<file path="src/rtl/rst_seq_ctrl.sv">
// Multi-channel reset release sequencer.
// Staggered power-on release plus masked soft-reset with req/ack.
module rst_seq_ctrl #(
    parameter int NUM_CH      = 4,
    parameter int HOLD_CYC    = 8,
    parameter int STAGGER_CYC = 4,
    parameter int CNT_W       = 8
) (
    input  logic              CLK,
    input  logic              RSTN,
    input  logic              sw_req,
    input  logic [NUM_CH-1:0] sw_mask,
    output logic              sw_ack,
    output logic [NUM_CH-1:0] rstn_o,
    output logic              done,
    output logic              busy
);

    localparam int IDX_W = (NUM_CH > 1) ? $clog2(NUM_CH) : 1;
    localparam logic [CNT_W-1:0] HOLD_LAST = CNT_W'(HOLD_CYC - 1);
    localparam logic [CNT_W-1:0] STAG_LAST = CNT_W'(STAGGER_CYC - 1);
    localparam logic [IDX_W-1:0] IDX_LAST  = IDX_W'(NUM_CH - 1);
    localparam logic [NUM_CH-1:0] ONE      = NUM_CH'(1);

    if (NUM_CH < 1 || HOLD_CYC < 1 || STAGGER_CYC < 1 ||
        HOLD_CYC >= 2**CNT_W || STAGGER_CYC >= 2**CNT_W) begin : g_param_err
        $error("rst_seq_ctrl: illegal parameter combination");
    end

    typedef enum logic [1:0] {
        ASSERT,
        RELEASE,
        DONE,
        SOFT_HOLD
    } state_t;

    state_t            state_q, state_n;
    logic [CNT_W-1:0]  cnt_q, cnt_n;
    logic [IDX_W-1:0]  idx_q, idx_n;
    logic [NUM_CH-1:0] m_q, m_n;
    logic [NUM_CH-1:0] rst_q, rst_n;
    logic              done_q, done_n;
    logic              ack_q, ack_n;

    // State and output registers; RSTN low aborts everything to ASSERT.
    always_ff @(posedge CLK) begin
        if (!RSTN) begin
            state_q <= ASSERT;
            cnt_q   <= '0;
            idx_q   <= '0;
            m_q     <= '0;
            rst_q   <= '0;
            done_q  <= 1'b0;
            ack_q   <= 1'b0;
        end else begin
            state_q <= state_n;
            cnt_q   <= cnt_n;
            idx_q   <= idx_n;
            m_q     <= m_n;
            rst_q   <= rst_n;
            done_q  <= done_n;
            ack_q   <= ack_n;
        end
    end

    // Next-state: hold count, staggered release, soft-reset accept/hold.
    // A request is not re-accepted while the previous ack is high,
    // which gives the every-other-cycle ack for a held zero mask.
    always_comb begin
        state_n = state_q;
        cnt_n   = cnt_q;
        idx_n   = idx_q;
        m_n     = m_q;
        rst_n   = rst_q;
        done_n  = done_q;
        ack_n   = 1'b0;
        unique case (state_q)
            ASSERT: begin
                if (cnt_q == HOLD_LAST) begin
                    cnt_n   = '0;
                    state_n = RELEASE;
                end else begin
                    cnt_n = cnt_q + 1'b1;
                end
            end
            RELEASE: begin
                if (cnt_q == STAG_LAST) begin
                    rst_n = rst_q | (ONE << idx_q);
                    cnt_n = '0;
                    if (idx_q == IDX_LAST) begin
                        state_n = DONE;
                        done_n  = 1'b1;
                    end else begin
                        idx_n = idx_q + 1'b1;
                    end
                end else begin
                    cnt_n = cnt_q + 1'b1;
                end
            end
            DONE: begin
                if (sw_req && !ack_q) begin
                    ack_n = 1'b1;
                    m_n   = sw_mask;
                    if (|sw_mask) begin
                        rst_n   = rst_q & ~sw_mask;
                        done_n  = 1'b0;
                        cnt_n   = '0;
                        state_n = SOFT_HOLD;
                    end
                end
            end
            SOFT_HOLD: begin
                if (cnt_q == HOLD_LAST) begin
                    rst_n   = rst_q | m_q;
                    done_n  = 1'b1;
                    state_n = DONE;
                end else begin
                    cnt_n = cnt_q + 1'b1;
                end
            end
            default: state_n = ASSERT;
        endcase
    end

    assign rstn_o = rst_q;
    assign done   = done_q;
    assign busy   = ~done_q;
    assign sw_ack = ack_q;

endmodule

</file>
<file path="config.mk">
export PLATFORM = sky130hd
export DESIGN_NAME = rst_seq_ctrl
export DESIGN_NICKNAME = d
export VERILOG_FILES = /design/src/rtl/rst_seq_ctrl.sv
export SDC_FILE = /design/constraint.sdc
export NUM_CORES = 1
export LEC_CHECK = 0
export CAP_MARGIN = 20
export CORE_MARGIN = 4
export CORE_UTILIZATION = 49
export DETAILED_ROUTE_END_ITERATION = 8
export GPL_TIMING_DRIVEN = 0
export PLACE_DENSITY_LB_ADDON = 0.15
export SLEW_MARGIN = 20
export SYNTH_ARGS = -nofsm -noshare
export SYNTH_HDL_FRONTEND = slang
export SYNTH_SLANG_ARGS = --single-unit
</file>
<file path="constraint.sdc">
create_clock -name CLK -period 2.1 [get_ports CLK]
set_clock_uncertainty 0.15 [all_clocks]
set_input_delay 0.21 -clock CLK [delete_from_list [all_inputs] [get_ports CLK]]
set_output_delay 0.21 -clock CLK [all_outputs]
set_load 0.02 [all_outputs]
</file>
# Word-level counts from Yosys, hierarchy flattened
# Index checks and enable logic that the tools add are counted.
totals:
  elab_cells: 66
  inputBits: 7
  regBits: 22
  out_inout_bits: 7
op_classes:
  n_reduce_logical: 12
  addsub: 2
  eq_ne: 13
  muxes: 25
  shift: 1
  bitwise_logic: 6
ops:
  columns: ["operator", "count"]
  rows:
  - ["8-bit two-way mux", 5]
  - ["8-bit case mux with 4 select lines", 1]
  - ["4-bit two-way mux", 4]
  - ["2-bit != test, second input constant", 7]
  - ["2-bit two-way mux", 6]
  - ["4-bit case mux with 3 select lines", 1]
  - ["6-bit AND reduction", 2]
  - ["8-bit by 1-bit adder with 8-bit output, second input constant", 1]
  - ["8-bit by 2-bit == test with 1-bit output, second input constant", 1]
  - ["8-bit by 3-bit == test with 1-bit output, second input constant", 1]
  - ["4-bit OR", 2]
  - ["2-bit case mux with 4 select lines", 1]
  - ["2-bit == test, second input constant", 3]
  - ["1-bit two-way mux", 6]
  - ["3-bit AND reduction", 2]
  - ["5-bit AND reduction", 1]
  - ["4-bit AND", 1]
  - ["4-bit inverter", 1]
  - ["2-bit AND reduction", 2]
  - ["4-bit OR reduction", 1]
  - ["1-bit by 2-bit << shifter with 4-bit output, first input constant", 1]
  - ["1-bit case mux with 3 select lines", 1]
  - ["3-bit nonzero test", 1]
  - ["2-bit by 1-bit adder with 2-bit output, second input constant", 1]
  - ["5 further kinds", 6]

# Depth between registers and ports, before layout
# Gate-level depths: netlist of the first run.
depth:
  word_depth: 5
  ltp_mapped: 6
  ltp_nobuf: 5

# Least setup slack after synthesis of the first run
# Ideal clock, no wire load.
synth_path:
  path_kind: "register to register"
  start: "reg cnt_q[3]"
  end: "reg rst_q[2] (netlist: rstn_o[2])"
  setup_time_ns: 0.060
  path_buffers: 1
  setup_slack_ns: -0.026
  t_required_ns: 1.890
  stages_incl_launch_ff: 6
  period_less_slack_ns: 2.126
  arrival_time_ns: 1.915
  cell_sequence: "dfxtp_1 > or4_4 > buf_6 > or4_4 > a221oi_2 > o221a_1"
synth_between:
  elab_chain_len: 3
  word_cells_on_any_way: 5
  cone_classes: "eq/ne (4); reduce/logical (1)"
synth_rtl:
  columns: ["element", "line_no", "text"]
  rows:
  - ["start: declaration", "38", "logic [CNT_W-1:0] cnt_q, cnt_n;"]
  - ["start signal: assignment", "57", "cnt_q <= cnt_n;"]
  - ["8-bit by 2-bit == test with 1-bit output or 8-bit by 3-bit == test with 1-bit output (tied branches)", "87, 113", null]
  - ["2-bit != test (no source line)", null, null]
  - ["5-bit AND reduction (no source line) *", null, null]
  - ["end signal: assignment", "60", "rst_q <= rst_n;"]
  - ["end: declaration", "41", "logic [NUM_CH-1:0] rst_q, rst_n;"]
# Mark *: on every way between the ends. The rest lies on a longest branch, timed or not.
# A chain may end at the register's enable or synchronous reset.

# Worst setup path after layout of the first run
layout_path:
  start: "reg cnt_q[7]"
  end: "reg rst_q[2] (netlist: rstn_o[2])"
# The elaborated chain is that of the path after synthesis.

==> flow_results.xml, run 1 <==
<?xml version="1.0" encoding="UTF-8"?>
<metrics>
  <group name="logic_synthesis">
    <metric name="synth_top_area_cell" unit="">sky130_fd_sc_hd__dfxtp_1</metric>
    <metric name="synth_compound_gate_area_share" unit="%">24.1</metric>
    <metric name="synth_simple_gate_area_share" unit="%">27.0</metric>
    <metric name="yosys.cell_types.count" unit="">43</metric>
    <metric name="post_synth_main_area_contributors" unit="">sky130_fd_sc_hd__dfxtp_1 35%, sky130_fd_sc_hd__ha_1 5.0%, sky130_fd_sc_hd__a21oi_1 4.4%</metric>
    <metric name="synthesis.nets" unit="">155</metric>
    <metric name="synthMuxAreaShare" unit="%">2.41</metric>
    <metric name="synth_async_sr_flop_share" unit="%">0</metric>
    <metric name="syn_avg_cell_area" unit="um^2">8.71</metric>
    <metric name="synthFlopType" unit="">sky130_fd_sc_hd__dfxtp_1</metric>
    <metric name="yosys_warnings" unit="">0</metric>
    <metric name="synth_edf_count" unit="">0</metric>
    <metric name="largest_family_of_logic_cells_by_synthesized_area" unit="">simple AND/OR/NAND/NOR gates</metric>
    <metric name="yosys.area_share.adder" unit="%">5.03</metric>
    <metric name="synthDominantCellAreaShare" unit="%">35.4</metric>
    <metric name="synth-seq-cells" unit="">22</metric>
    <metric name="synth_xor_area_share" unit="%">1.41</metric>
    <metric name="syn-instance-count" unit="">143</metric>
    <metric name="synth_area" unit="um^2">1240</metric>
    <metric name="synth-seq-area-share" unit="%">35.4</metric>
  </group>
  <group name="clock_tree">
    <metric name="clock_latency" unit="ns">0.31</metric>
    <metric name="clock_path_buffers" unit="">2</metric>
    <metric name="hold_buffers" unit="">0</metric>
    <metric name="tritoncts_clock_tree" unit="">built</metric>
    <metric name="clock-sinks" unit="">22</metric>
    <metric name="cts_inserted_buffers" unit="">3</metric>
    <metric name="htree_levels" unit="">1</metric>
    <metric name="cts-root-buf" unit="">sky130_fd_sc_hd__clkbuf_4</metric>
    <metric name="path_clk_slew" unit="ns">0.12</metric>
  </group>
  <group name="sta">
    <metric name="max_slew_margin" unit="%">60.4</metric>
    <metric name="timing.final.hold_violations" unit="">0</metric>
    <metric name="layout_setup_ws" unit="ns">0.0207</metric>
    <metric name="max_freq" unit="MHz">481</metric>
    <metric name="fin_hold_ws" unit="ns">0.311</metric>
    <metric name="report.final.slew_viol_count" unit="">0</metric>
    <metric name="finalWorstPathRequiredPeriod" unit="ns">2.08</metric>
    <metric name="layout_worst_path_cycle_share" unit="%">99.0</metric>
    <metric name="tightest_slew" unit="ns">0.593</metric>
    <metric name="finalSetupViolCount" unit="">0</metric>
    <metric name="setup_repair_after_global_routing_missed_its_margin" unit="">true</metric>
  </group>
  <group name="layout">
    <metric name="synthesis_to_finish_area_growth" unit="%">22.3</metric>
    <metric name="layout_commonest_cell" unit="">sky130_fd_sc_hd__dfxtp_1</metric>
    <metric name="antenna_cells_inserted" unit="">0</metric>
    <metric name="layout-drive-gt1-share" unit="%">17.8</metric>
    <metric name="finish.net_count" unit="">176</metric>
    <metric name="most-common-layout-cells" unit="">18 x sky130_fd_sc_hd__dfxtp_1, 13 x sky130_fd_sc_hd__clkdlybuf4s50_1, 10 x sky130_fd_sc_hd__nand2_1, 10 x sky130_fd_sc_hd__a21oi_1, 9 x sky130_fd_sc_hd__nor2_1</metric>
    <metric name="n_fill_cell" unit="">224</metric>
  </group>
  <group name="worst_setup_path">
    <metric name="critPathRequiredTime" unit="ns">2.21</metric>
    <metric name="regToRegStartpoint" unit="">cnt_q[7]</metric>
    <metric name="setup_crit_end_kind" unit="">flip-flop</metric>
    <metric name="maximum_fanout_along_the_worst_path" unit="">7</metric>
    <metric name="timing.reg2reg.worst_path_depth" unit="">4</metric>
    <metric name="regToRegEndpoint" unit="">rstn_o[2]</metric>
    <metric name="criticalPathCategory" unit="">reg -&gt; reg</metric>
    <metric name="cp.arrival" unit="ns">2.19</metric>
    <metric name="crit_path_start_kind" unit="">flip-flop</metric>
    <metric name="r2r_slack" unit="ns">0.02</metric>
  </group>
  <group name="route">
    <metric name="route.final.wire_length" unit="mm">2.94</metric>
    <metric name="drt-wirelength-per-cell" unit="um">15.2</metric>
    <metric name="drt_pre_antenna_iters" unit="">4</metric>
    <metric name="via_count" unit="">1160</metric>
    <metric name="drt-initial-drc-count" unit="">81</metric>
    <metric name="post-route-drc-count" unit="">0</metric>
    <metric name="detail-route-antenna-nets" unit="">0</metric>
    <metric name="vias_per_cell" unit="">6.01</metric>
  </group>
  <group name="worst_hold_path">
    <metric name="hold-path-cell-count" unit="">2</metric>
    <metric name="min_path_type" unit="">reg -&gt; reg</metric>
    <metric name="whs_endpoint" unit="">m_q[1]</metric>
    <metric name="holdCritStartpoint" unit="">m_q[1]</metric>
  </group>
  <group name="placed_design">
    <metric name="place_worst_setup_slack" unit="ns">-0.369</metric>
    <metric name="gp_congestion" unit="">0.804</metric>
    <metric name="place_hpwl" unit="mm">2.14</metric>
    <metric name="io_buffer_count" unit="">13</metric>
  </group>
  <group name="pwr">
    <metric name="power_leakage" unit="nW">0.539</metric>
    <metric name="pwr_density_cell" unit="nW/um^2">470</metric>
    <metric name="max-vdd-ir-drop" unit="mV">0.395</metric>
    <metric name="design_power_total" unit="mW">0.715</metric>
  </group>
  <group name="floorplanning">
    <metric name="io-pin-count" unit="">14</metric>
    <metric name="floorplan.initialDensity" unit="%">50.7</metric>
    <metric name="die_height" unit="um">58.4</metric>
    <metric name="floorplan.die.width" unit="um">58.4</metric>
    <metric name="die_footprint" unit="um^2">3410</metric>
    <metric name="core" unit="um^2">2450</metric>
    <metric name="placementRows" unit="">18</metric>
  </group>
  <group name="global_routing">
    <metric name="pin_count_of_the_biggest_net_entering_global_routing" unit="">13</metric>
    <metric name="grt_first_pass_wirelength" unit="mm">5.07</metric>
    <metric name="number_of_global_route_vias_before_repair" unit="">1135</metric>
    <metric name="number_of_antenna_violations_at_the_first_check_in_global_routing" unit="">0</metric>
    <metric name="grt_usage" unit="%">19.0</metric>
    <metric name="globalRoute.totalOverflow" unit="">0</metric>
  </group>
  <group name="run">
    <metric name="number_of_maximum_capacitance_violations" unit="">0</metric>
  </group>
  <group name="status">
    <metric name="outcome" unit="">completed</metric>
  </group>
</metrics>
==> critical path, cell delays in order, from the launching register on <==
cell and delay [ns]:
sky130_fd_sc_hd__dfxtp_2 0.35, sky130_fd_sc_hd__or4_4 0.58, sky130_fd_sc_hd__or4_4 0.48, sky130_fd_sc_hd__a221oi_2 0.25, sky130_fd_sc_hd__o221a_1 0.22
==> logic make-up after synthesis <==
family	count (synthesis)
XOR/XNOR	2
buffers and inverters	13
AND/OR/NAND/NOR	58
flip-flops	22
adder cells (fa/ha/maj)	5
AO/OA/AOI/OAI	40
multiplexers	3
==> repair_timing <==
| action | 4_1_cts | 5_1_grt |
|---|---|---|
| endpoints found under the setup margin | 11 | 12 |
| hold endpoints to repair | 0 | 0 |
| buffers inserted | 4 | 1 |
| gates resized for setup | 8 | 8 |
| pin swaps | 3 | 4 |
| gates cloned | 0 | 0 |
==> worst max path at each step <==
| stage | cells past startpoint | slack (ns) | start | endpoint |
|---|---|---|---|---|
| floorplan | 5 | -0.02 | cnt_q[3] | rstn_o[2] |
| global placement | 5 | -0.29 | sw_mask[0] | cnt_q[6] |
| detailed placement | 5 | -0.37 | sw_mask[0] | cnt_q[6] |
| CTS | 4 | -0.006 | cnt_q[7] | rstn_o[3] |
| global route | 6 | -0.06 | cnt_q[7] | cnt_q[6] |
| finish | 4 | 0.02 | cnt_q[7] | rstn_o[2] |
==> sequential cells by signal, summed over array words and instances, names as in the netlist <==
register	flops
done	1
idx_q	2
cnt_q	8
rstn_o	4
m_q	4
state_q	2
sw_ack	1
==> metrics by stage <==
stage	instance area (um^2)	TNS, ns	utilization (%)	cells
6_report	1520	0	62.0	193
3_3_place_gp	1410	-2.44	57.5	186
4_1_cts	1500	-0.00597	61.3	192
5_1_grt	1520	-0.347	62.0	193
3_5_place_dp	1410	-3.20	57.5	186
2_1_floorplan	1240	-0.0390	-	143
==> area by class of cell <==
cell class / count / area [um^2] / area share [%]
sequential: 22 / 448 / 29.4
clock buffer: 4 / 36.3 / 2.38
inverter: 6 / 22.5 / 1.48
tap: 30 / 37.5 / 2.47
multi-input combinational: 108 / 773 / 50.8
buffer: 5 / 25.0 / 1.64
timing repair buffer: 18 / 180 / 11.8
==> per-layer routing <==
layer | global-route usage, % | routed length (um)
met5 | 0 | 0
met4 | 6.95 | 42
met3 | 2.63 | 105
met2 | 33.7 | 1450
met1 | 23.3 | 1340
==> cell usage after synthesis, drive strengths merged (4+ instances only) <==
cell	number
dfxtp	22
a21oi	11
nand2	11
nor2	9
nor2b	8
or4	8
inv	6
clkbuf	5
ha	5
and2	4
nand3	4
o31ai	4
==> report_power, final <==
| group | internal [mW] | switching, mW | leakage, nW |
|---|---|---|---|
| Combinational | 0.0255 | 0.0243 | 0.339 |
| Sequential | 0.422 | 0.00477 | 0.180 |
| Clock | 0.106 | 0.133 | 0.0210 |
Power figures use the tool's default switching activity.
==> run 2: changes to the inputs <==
- SLEW_MARGIN: 20 -> default
==> results of run 2 <==
No change in the layout: final DEF, timing and power equal those of run 1.
==> RTL change, RTL diff (settings of run 1) <==
Encoding of `state_t`: now Gray code (2 bits for 4 states).
--- a/src/rtl/rst_seq_ctrl.sv
+++ b/src/rtl/rst_seq_ctrl.sv
@@ -30,6 +30,6 @@
     typedef enum logic [1:0] {
-        ASSERT,
-        RELEASE,
-        DONE,
-        SOFT_HOLD
+        ASSERT    = 2'b00,
+        RELEASE   = 2'b01,
+        DONE      = 2'b11,
+        SOFT_HOLD = 2'b10
     } state_t;
Formal check against the unedited RTL: same outputs for any inputs over 10 cycles, from zero or initial values and one cycle with RSTN low; not proved beyond that.
==> RTL change against run 1 <==
- the run now ends with negative setup slack left
- cell count fell by 9.3%
- final area fell by 11%
- setup slack got worse by 0.028 ns
- via count fell by 14%
- sequential cell count did not move
- synthesized cell count fell by 10%
- area after synthesis fell by 11%
- power fell by 0.54%
- clock power fell by 2%
- wire length fell by 18%
- first-iteration DRC count fell by 84%
- highest routed layer unchanged
==> RTL change: results (changes against run 1) <==
stage	metric	value	unit	change
outcome	outcome	complete, but fails checks		
outcome	violations	negative setup slack		
sta	fin_setup_tns	-0.00714	ns	-0.00714 ns
synth	async_reset_ff_share	0	%	unchanged
sta	setup-violations-final	1		+1
routing	viasPerCell	5.71		-4.9%
synth	synth-seq-area-share	39.9	%	+4.5 points
worst_setup_path	cp.arrival	2.16	ns	-0.03 ns
cells_and_area	final_nets	161		-8.5%
synth	netlist_instances	128		-10%
global_routing	gr-usage-met1	19.7	%	-3.6 points
synth	synth_area_leaders	dfxtp_1, nor2_1, ha_1		
worst_hold_path	holdPathEnd	rstn_o[3]$_SDFFE_PN0P_		
global_routing	grt_use_total	16.7	%	-2.3 points
cells_and_area	regArea	443	µm²	-1.1%
routing	postRouteWirelength	2420	µm	-18%
cts	clkTransAtPathRegs	0.12	ns	about the same
worst_hold_path	min_from	rstn_o[3]$_SDFFE_PN0P_		
pwr	seqPwrFrac	60.4	%	+0.8 points
synth	synth.distinct_cells	39		-9.3%
cells_and_area	fill_cells	180		-20%
pwr	power.switching	159	µW	-1.7%
cts	clock_latency	0.31	ns	about the same
cells_and_area	drive_gt1_share	12.8	%	-5.0 points
worst_setup_path	reg2reg_to	cnt_q[3]$_SDFFE_PN0P_		
pwr	p_leak	0.000566	µW	+5.0%
global_routing	grt_first_pass_wirelength	4170	µm	-18%
synth	syn-num-nets	140		-9.7%
synth	synth_commonest_cells	dfxtp_1, nor2_1, inv_1, a21oi_1		
placed_design	hpwl	1810	µm	-15%
worst_setup_path	r2r_cells	5		+1
pwr	comb_power	46.3	µW	-7.0%
placed_design	io_buffers	13		unchanged
worst_hold_path	hp-class	flip-flop to flip-flop		
global_routing	grtUsageMet3	4.43	%	+1.8 points
placed_design	dp.cells	168		-9.7%
worst_setup_path	max_stage_delay	0.56	ns	-0.02 ns
sta	max_slew.worst_pin.slew	0.550	ns	-0.0431 ns
routing	drtIter0Drc	13		-84%
cts	cts-htree-levels	1		unchanged
placed_design	post_dp_cell_area	1270	µm²	-10%
sta	hold_ws	0.351	ns	+0.0398 ns
worst_setup_path	critPathLaunch	cnt_q[6]$_SDFFE_PN0P_		
routing	drt-pass1-iter-count	4		unchanged
cells_and_area	final_cells	175		-9.3%
pwr	ir_worst_vdd	0.460	mV	+16%
placed_design	gp_congestion	0.741		-7.8%
pwr	power	711	µW	-0.54%
sta	setup_slack	-0.00714	ns	-0.0278 ns
global_routing	grt_pass1_vias	985		-13%
routing	ant_nets	0		unchanged
worst_setup_path	crit_path_max_fanout	6		-1
placed_design	place_ws	-0.155	ns	+0.214 ns
global_routing	use_met2	28.9	%	-4.8 points
[RTL change: timing repair]
item	in CTS	in global routing
gates cloned	0	0
buffers inserted	4	0
endpoints found under the setup margin	10	12
resized for setup	2	7
pin swaps	2	2
[RTL change: area by class of cell]
| class | instances | share of cell area [%] |
|---|---|---|
| tap | 27 | 2.49 |
| inverter | 9 | 2.49 |
| sequential | 22 | 32.7 |
| clock buffer | 4 | 2.68 |
| multi-input combinational | 93 | 47.0 |
| buffer | 3 | 0.923 |
| timing repair buffer | 17 | 11.8 |
[RTL change: worst max-delay path by stage]
stage                                   endpoint  depth (start not counted)
after floorplan           rstn_o[1]$_SDFFE_PN0P_                          5
after global placement    rstn_o[1]$_SDFFE_PN0P_                          6
after detailed placement  rstn_o[1]$_SDFFE_PN0P_                          6
after CTS                  cnt_q[3]$_SDFFE_PN0P_                          5
after global routing       cnt_q[3]$_SDFFE_PN0P_                          5
final                      cnt_q[3]$_SDFFE_PN0P_                          5
[RTL change: worst max-delay path: cells and delay by family, from the launching register on]
family | cells | cell delay, ns
AND/OR/NAND/NOR | 4 | 1.33
flip-flops | 1 | 0.35
XOR/XNOR | 1 | 0.17
[RTL change: cells by family (layout without fill, tap and decap cells)]
| logic type | Yosys count | in the layout | synth area share, % |
|---|---|---|---|
| simple gates | 47 | 47 | 22.9 |
| compound gates | 29 | 29 | 17.0 |
| flops | 22 | 22 | 39.9 |
| buf+inv | 13 | 33 | 4.42 |
| xor+xnor | 7 | 7 | 5.56 |
| fa+ha+maj | 5 | 5 | 5.67 |
| mux | 5 | 5 | 4.54 |
[RTL change: per-layer routing]
layer,vias up,share of wire [%]
met1,478,44
met5,-,0
met2,24,50
li1,490,-
met3,8,3.7
met4,0,2.6
